$ cat src/rtl/vram_arbiter_pkg.sv
// Shared definitions for the VRAM port arbiter and the display-side blocks
// that share its default widths.
package vram_arbiter_pkg;

  localparam int VRAM_ADDR_WIDTH = 16;
  localparam int VRAM_DATA_WIDTH = 16;

  typedef enum logic {
    OWNER_DISP = 1'b0,
    OWNER_HOST = 1'b1
  } owner_t;

endpackage

$ cat src/rtl/vram_return_pipe.sv
// Valid/owner-tag shift register that tracks reads in flight through the
// VRAM macro, so returning data is steered to the requester that issued it.
module vram_return_pipe
  import vram_arbiter_pkg::*;
#(
  parameter int STAGES = 1
) (
  input  logic   clk,
  input  logic   _reset,
  input  logic   issue_vld,
  input  owner_t issue_tag,
  output logic   ret_vld,
  output owner_t ret_tag
);

  logic [STAGES-1:0] vld_p;
  owner_t            tag_p [STAGES];

  always_ff @(posedge clk or negedge _reset) begin
    if (!_reset) begin
      vld_p <= '0;
      for (int i = 0; i < STAGES; i++) tag_p[i] <= OWNER_DISP;
    end else begin
      vld_p[0] <= issue_vld;
      tag_p[0] <= issue_tag;
      for (int i = 1; i < STAGES; i++) begin
        vld_p[i] <= vld_p[i-1];
        tag_p[i] <= tag_p[i-1];
      end
    end
  end

  assign ret_vld = vld_p[STAGES-1];
  assign ret_tag = tag_p[STAGES-1];

endmodule

$ cat src/rtl/vram_arbiter.sv
// Two-way arbiter for the single VRAM port: display fetch has priority during
// active scan, host owns the port in vblank and is forced through after a bounded wait.
module vram_arbiter
  import vram_arbiter_pkg::*;
#(
  parameter int ADDR_WIDTH    = VRAM_ADDR_WIDTH,
  parameter int DATA_WIDTH    = VRAM_DATA_WIDTH,
  parameter int MEM_LATENCY   = 1,
  parameter int MAX_HOST_WAIT = 8
) (
  input  logic                  clk,
  input  logic                  _reset,
  input  logic                  vblank,
  input  logic                  hblank,
  input  logic                  disp_req,
  input  logic [ADDR_WIDTH-1:0] disp_addr,
  output logic                  disp_ack,
  output logic                  disp_rdata_valid,
  output logic [DATA_WIDTH-1:0] disp_rdata,
  input  logic                  host_req,
  input  logic                  host_wr,
  input  logic [ADDR_WIDTH-1:0] host_addr,
  input  logic [DATA_WIDTH-1:0] host_wdata,
  output logic                  host_ack,
  output logic                  host_rdata_valid,
  output logic [DATA_WIDTH-1:0] host_rdata,
  output logic                  mem_en,
  output logic                  mem_wr,
  output logic [ADDR_WIDTH-1:0] mem_addr,
  output logic [DATA_WIDTH-1:0] mem_wdata,
  input  logic [DATA_WIDTH-1:0] mem_rdata
);

  localparam logic [7:0] WAIT_LIMIT = 8'(MAX_HOST_WAIT);

  function automatic logic [7:0] wait_next(input logic [7:0] cnt);
    return (cnt >= WAIT_LIMIT) ? WAIT_LIMIT : cnt + 8'd1;
  endfunction

  logic [7:0] wait_cnt;
  logic       disp_pend, host_pend, host_win, disp_win;
  logic       ret_vld;
  owner_t     ret_tag;

  // hblank only matters to the display fetch logic upstream of this block
  logic unused_hblank;
  assign unused_hblank = hblank;

  // A requester whose ack is showing still holds req this cycle; mask it so
  // the same request is not issued twice.
  always_comb begin
    disp_pend = disp_req && !disp_ack;
    host_pend = host_req && !host_ack;
    host_win  = host_pend && (!disp_pend || vblank || (wait_cnt == WAIT_LIMIT));
    disp_win  = disp_pend && !host_win;
  end

  // Issue stage: decision registered onto the memory port and the acks
  always_ff @(posedge clk or negedge _reset) begin
    if (!_reset) begin
      mem_en    <= 1'b0;
      mem_wr    <= 1'b0;
      mem_addr  <= '0;
      mem_wdata <= '0;
      disp_ack  <= 1'b0;
      host_ack  <= 1'b0;
      wait_cnt  <= 8'd0;
    end else begin
      mem_en   <= host_win || disp_win;
      mem_wr   <= host_win && host_wr;
      disp_ack <= disp_win;
      host_ack <= host_win;
      if (host_win) begin
        mem_addr  <= host_addr;
        mem_wdata <= host_wdata;
      end else if (disp_win) begin
        mem_addr  <= disp_addr;
      end
      if (!host_req || host_win) wait_cnt <= 8'd0;
      else if (host_pend)        wait_cnt <= wait_next(wait_cnt);
    end
  end

  vram_return_pipe #(
    .STAGES(MEM_LATENCY)
  ) u_return_pipe (
    .clk      (clk),
    ._reset   (_reset),
    .issue_vld(mem_en && !mem_wr),
    .issue_tag(host_ack ? OWNER_HOST : OWNER_DISP),
    .ret_vld  (ret_vld),
    .ret_tag  (ret_tag)
  );

  // Return stage: capture mem_rdata for whichever owner's tag just emerged
  always_ff @(posedge clk or negedge _reset) begin
    if (!_reset) begin
      disp_rdata_valid <= 1'b0;
      host_rdata_valid <= 1'b0;
      disp_rdata       <= '0;
      host_rdata       <= '0;
    end else begin
      disp_rdata_valid <= ret_vld && (ret_tag == OWNER_DISP);
      host_rdata_valid <= ret_vld && (ret_tag == OWNER_HOST);
      if (ret_vld && (ret_tag == OWNER_DISP)) disp_rdata <= mem_rdata;
      if (ret_vld && (ret_tag == OWNER_HOST)) host_rdata <= mem_rdata;
    end
  end

endmodule

$ cat config.mk
export PLATFORM = sky130hd
export DESIGN_NAME = vram_arbiter
export DESIGN_NICKNAME = d
export VERILOG_FILES = /design/src/rtl/vram_arbiter_pkg.sv /design/src/rtl/vram_return_pipe.sv /design/src/rtl/vram_arbiter.sv
export SDC_FILE = /design/constraint.sdc
export NUM_CORES = 1
export LEC_CHECK = 0
export ABC_AREA = 1
export BUFFER_PORTS_ARGS = -buffer_cell sky130_fd_sc_hd__buf_2
export CAP_MARGIN = 10
export CORE_MARGIN = 2
export CORE_UTILIZATION = 50
export DETAILED_ROUTE_END_ITERATION = 10
export GPL_ROUTABILITY_DRIVEN = 0
export PLACE_DENSITY_LB_ADDON = 0.08
export SETUP_SLACK_MARGIN = 0.3
export SYNTH_ARGS = -nofsm -noshare
export SYNTH_HDL_FRONTEND = slang
export SYNTH_SLANG_ARGS = --single-unit
export TNS_END_PERCENT = 100
$ cat constraint.sdc
create_clock -name clk -period 4.12 [get_ports clk]
set_input_delay 0.824 -clock clk [delete_from_list [all_inputs] [get_ports clk]]
set_output_delay 0.824 -clock clk [all_outputs]
set_load 0.01 [all_outputs]
# Word-level counts from Yosys, hierarchy flattened
# Index checks and enable logic that the tools add are counted.
# classes
add_sub_neg	1
order_cmp	1
n_eq_ne	1
muxes	6
bitwise_logic	1
reduce_logical	20
# ops
cell	count
two-way mux 16 bit	2
two-way mux 8 bit	3
adder 8 x 1 -> 8 bit, second input constant	1
== test 8 x 4 -> 1 bit, second input constant	1
>= comparator 8 x 4 -> 1 bit, second input constant	1
logical AND 1 bit	8
zero test 1 bit	6
logical OR 1 bit	4
nonzero test 2 bit	2
two-way mux 1 bit	1
inverter 1 bit	1
# totals
ff_bits	80
in_bits	71
out_inout_bits	70
word_cells	43

# Longest topological paths before layout
# logic_depth
ltp_word	10
mapped_depth	9

# Hierarchy
# A second synthesis with hierarchy kept.
# unflattened
hier_cells	376
area_unflattened_um2	3301.9
# by_module_without_submodules
mod	n_inst	cells_each	area_per_inst_um2	seq_area_each_um2
vram_arbiter	1	374	3251.9	1951.9
vram_return_pipe	1	2	50.0	50.0

# Worst setup path before layout
# Ideal clock, no wire load.
# synth_timing
path_kind	input to register
from	input port disp_req
to	register mem_addr[0]
setup_ns	0.069
t_arrival_ns	1.569
required_ns	4.051
path_slack_ns	2.482
path_stages	7
n_path_buf	1
cell_sequence	nand2_2 -> nor2_2 -> o21ai_4 -> nand2_4 -> buf_2 -> nand3_1 -> nand3_1
# synth_between
elab_chain_len	8
word_cells_on_any_way	9
cone_classes	1 x mux; 8 x reduce/logical
# synth_rtl
item	line	rtl
from (decl)	vram_arbiter.sv:15	input logic disp_req,
logical AND 1 bit (*)	vram_arbiter.sv:52	disp_pend = disp_req && !disp_ack;
zero test 1 bit	vram_arbiter.sv:54	host_win = host_pend && (!disp_pend || vblank || (wait_cnt == WAIT_LIMIT));
logical OR 1 bit (2 in a row)	vram_arbiter.sv:54	
logical AND 1 bit	vram_arbiter.sv:54	
zero test 1 bit	vram_arbiter.sv:55	disp_win = disp_pend && !host_win;
logical AND 1 bit	vram_arbiter.sv:55	
nonzero test 2 bit (no line)	-	
to (signal assigned)	vram_arbiter.sv:74	mem_addr <= host_addr;
to (signal assigned)	vram_arbiter.sv:77	mem_addr <= disp_addr;
to (decl)	vram_arbiter.sv:29	output logic [ADDR_WIDTH-1:0] mem_addr,
# Mark *: on every way between the ends. The rest lies on a longest branch, timed or not.
# A chain may end at the register's enable or synchronous reset.

# Worst setup path after layout
# layout_timing
from	input port disp_req
to	register mem_wdata[10]
# layout_between
elab_chain_len	5
# layout_rtl
item	line	rtl
logical AND 1 bit	vram_arbiter.sv:52	
zero test 1 bit	vram_arbiter.sv:54	
logical OR 1 bit (2 in a row)	vram_arbiter.sv:54	
logical AND 1 bit	vram_arbiter.sv:54	
to (signal assigned)	vram_arbiter.sv:75	mem_wdata <= host_wdata;
to (decl)	vram_arbiter.sv:30	output logic [DATA_WIDTH-1:0] mem_wdata,
# No other way between the ends.

==> impl_metrics.ini <==
[worst_hold_path]
worstHoldPathCells = 0
min_to = u_return_pipe.ret_tag$_DFF_PN0_
hold_path.class = reg -> reg
worstHoldStart = host_ack$_DFF_PN0_

[clock_tree]
cts_setup_buffers = 0
hold_buffers = 0
clk_pin_slew_worst_paths_ps = 80
clock-sinks = 80
clkLatencyLatePin_ps = 340
cts_root_buffer = clkbuf_8
cts_buffers = 9
cts.path.max_buffers = 2
cts_resized = 0
ctsHtreeMaxLevel = 3
cts_tree = yes

[pwr]
combPwrFrac_pct = 22.3
seqPwrFrac_pct = 47.9
p_int_mw = 1.47
total_power_mw = 2.08
p_leak_nw = 2.46
switching_share_pct = 29.4
p_per_area_nw_per_um2 = 491
clockPowerShare_pct = 29.9
p_switching_uw = 612
ir_drop_mv = 0.280

[synth]
synth_cells = 376
syn-cell-area_sq_um = 3300
yosysWarningCount = 0
synth_seq_area_share_pct = 60.6
postSynthAreaPerCell_sq_um = 8.78
ys_ff_latch = 80
syn-num-nets = 449
ys_types = 22

[worst_setup_path]
critPathRequiredTime_ps = 4400
arrival_ps = 2550
endpoint_kind = register
critical_path_class = in -> reg
reg2reg_to = mem_wdata[10]$_DFFE_PN0P_
critPathSlowestCell = nand2_4
crit_top_cell = nand2_1
cp-start-kind = primary input
path_cells = buf_2 -> nand2_2 -> buf_4 -> nor2_2 -> o21ai_4 -> nand2_4 -> inv_4 -> nand2_1 -> nand2_1
r2r-start = wait_cnt[0]$_DFFE_PN0P_
max_stage_delay_ps = 450
r2r_setup_slack_ps = 1910
worst-path-buf-inv = 3
crit_path_max_fanout = 51
r2r_cells = 8
critPathTopFamily = buffers and inverters

[run_status]
status = finished clean

[layout]
syn2layout_area_growth_pct = 28.5
nNetsFinal = 583
drive_gt1_share_pct = 31.5
num-fill-cells = 591
antenna_cells = 0
final_cell_mix = 138 x buf_2, 108 x nand2_1, 80 x dfrtp_1
final_common_cell = buf_2

[timing]
finalHoldViolCount = 0
max_freq_mhz = 440
fin_crit_ps = 2270
tns_ps = 0
grt_setup_unrepaired = no
final_max_slew_viol_count = 0
worst_slew_pin_slew_ps = 972
period_share_pct = 55.1
relSlewSlack_pct = 35.2
finalSetupViolCount = 0
skew_ps = 13.3

[floorplan]
core_area_sq_um = 6390
die_w_um = 85.3
die-area_sq_um = 7270
num_io_pins = 141
start_util_pct = 51.7
die_y_um = 85.3
rows = 29

[place]
dp_hpwl_um = 4940
io_buffers = 139

[grt]
use_met2_pct = 34.7
antenna_found_initial = 0
grt_util_met1_pct = 27.0
met3_usage_pct = 4.96
grt_max_degree = 81
track_usage_pct = 21.0
grt_busiest_layer = met2
grt_pass1_wl_um = 12200
grt-ovfl-total = 0
grt_pass1_vias = 2682

[route]
drtIter0Drc = 153
wl_um = 7220
vias = 2850
drc = 0
drt_pre_antenna_iters = 4
wl_per_cell_um = 12.2
via_per_inst = 4.82
final_antenna_net_count = 0

[job]
maxCapViolCount = 0
-- flip-flops by register name, indices dropped and copies added, names as in the netlist --
name / flops
u_return_pipe.ret_vld: 1
disp_rdata: 16
host_rdata: 16
u_return_pipe.ret_tag: 1
mem_addr: 16
host_ack: 1
disp_rdata_valid: 1
mem_wr: 1
host_rdata_valid: 1
disp_ack: 1
mem_en: 1
mem_wdata: 16
wait_cnt: 8
-- how the worst max path moves through the flow --
stage | from | endpoint | slack (ps) | cells past startpoint
floorplan | disp_req | mem_addr[0]$_DFFE_PN0P_ | 2480 | 7
global placement | disp_req | mem_wdata[6]$_DFFE_PN0P_ | 1520 | 9
detailed placement | disp_req | mem_wdata[9]$_DFFE_PN0P_ | 1490 | 9
CTS | disp_req | mem_wdata[10]$_DFFE_PN0P_ | 1840 | 9
global route | disp_req | mem_wdata[9]$_DFFE_PN0P_ | 1660 | 9
finish | disp_req | mem_wdata[10]$_DFFE_PN0P_ | 1850 | 9
-- logic make-up (layout without fill, tap and decap cells) --
| kind of cell | after synthesis | count (layout) | synth area share, % |
|---|---|---|---|
| buf+inv | 66 | 204 | 8.07 |
| compound gates | 35 | 35 | 5.80 |
| flops | 80 | 80 | 60.6 |
| xor+xnor | 1 | 1 | 0.265 |
| fa+ha+maj | 2 | 2 | 0.758 |
| simple gates | 192 | 192 | 24.5 |
-- per-stage QoR --
stage               hold slack [ps]  cell area [sq um]  utilization [%]  worst slack (ps)  cells
finish                          453               4240             66.5              1850    591
global route                    458               4240             66.5              1660    591
CTS                             455               4240             66.5              1840    591
detailed placement              423               4030             63.1              1490    576
global placement                411               4030             63.1              1520    576
floorplan                       412               3300                -              2480    376
-- power by group through the flow --
stage	sequential, mW	combinational (mW)	clock, mW
finish	0.997	0.463	0.622
global route	1.02	0.526	0.674
CTS	0.999	0.473	0.639
detailed placement	1.01	0.473	0
global placement	1.01	0.464	0
floorplan	1.08	0.171	0
-- cell type report --
type | count | area, sq um | share of cell area, %
tap | 77 | 96.3 | 2.27
clock buffer | 10 | 138 | 3.24
clock inverter | 5 | 78.8 | 1.86
multi-input combinational | 230 | 1030 | 24.4
inverter | 48 | 183 | 4.30
sequential | 80 | 2000 | 47.2
timing repair buffer | 141 | 713 | 16.8
-- metal layers --
| metal | up-vias | routed length [um] |
|---|---|---|
| met4 | 0 | 109 |
| met1 | 1310 | 3150 |
| li1 | 1434 | - |
| met2 | 96 | 3440 |
| met5 | - | 0 |
| met3 | 10 | 510 |
-- cells in the mapped netlist --
cell / count / area [sq um]
buf_1: 2 / 7.51
buf_2: 7 / 35.0
buf_6: 1 / 11.3
clkbuf_1: 8 / 30.0
clkinv_1: 1 / 3.75
dfrtp_1: 80 / 2000
ha_1: 2 / 25.0
inv_1: 46 / 173
inv_4: 1 / 6.26
nand2_1: 108 / 405
nand2_2: 1 / 6.26
nand2_4: 1 / 11.3
nand3_1: 49 / 245
nand3_2: 1 / 10.0
nand4_1: 3 / 18.8
nor2_1: 28 / 105
nor2_2: 1 / 6.26
o21a_1: 1 / 7.51
o21ai_0: 32 / 160
o21ai_4: 1 / 16.3
o31ai_1: 1 / 7.51
xor2_1: 1 / 8.76
No activity file was read; power rests on OpenSTA's default activity.
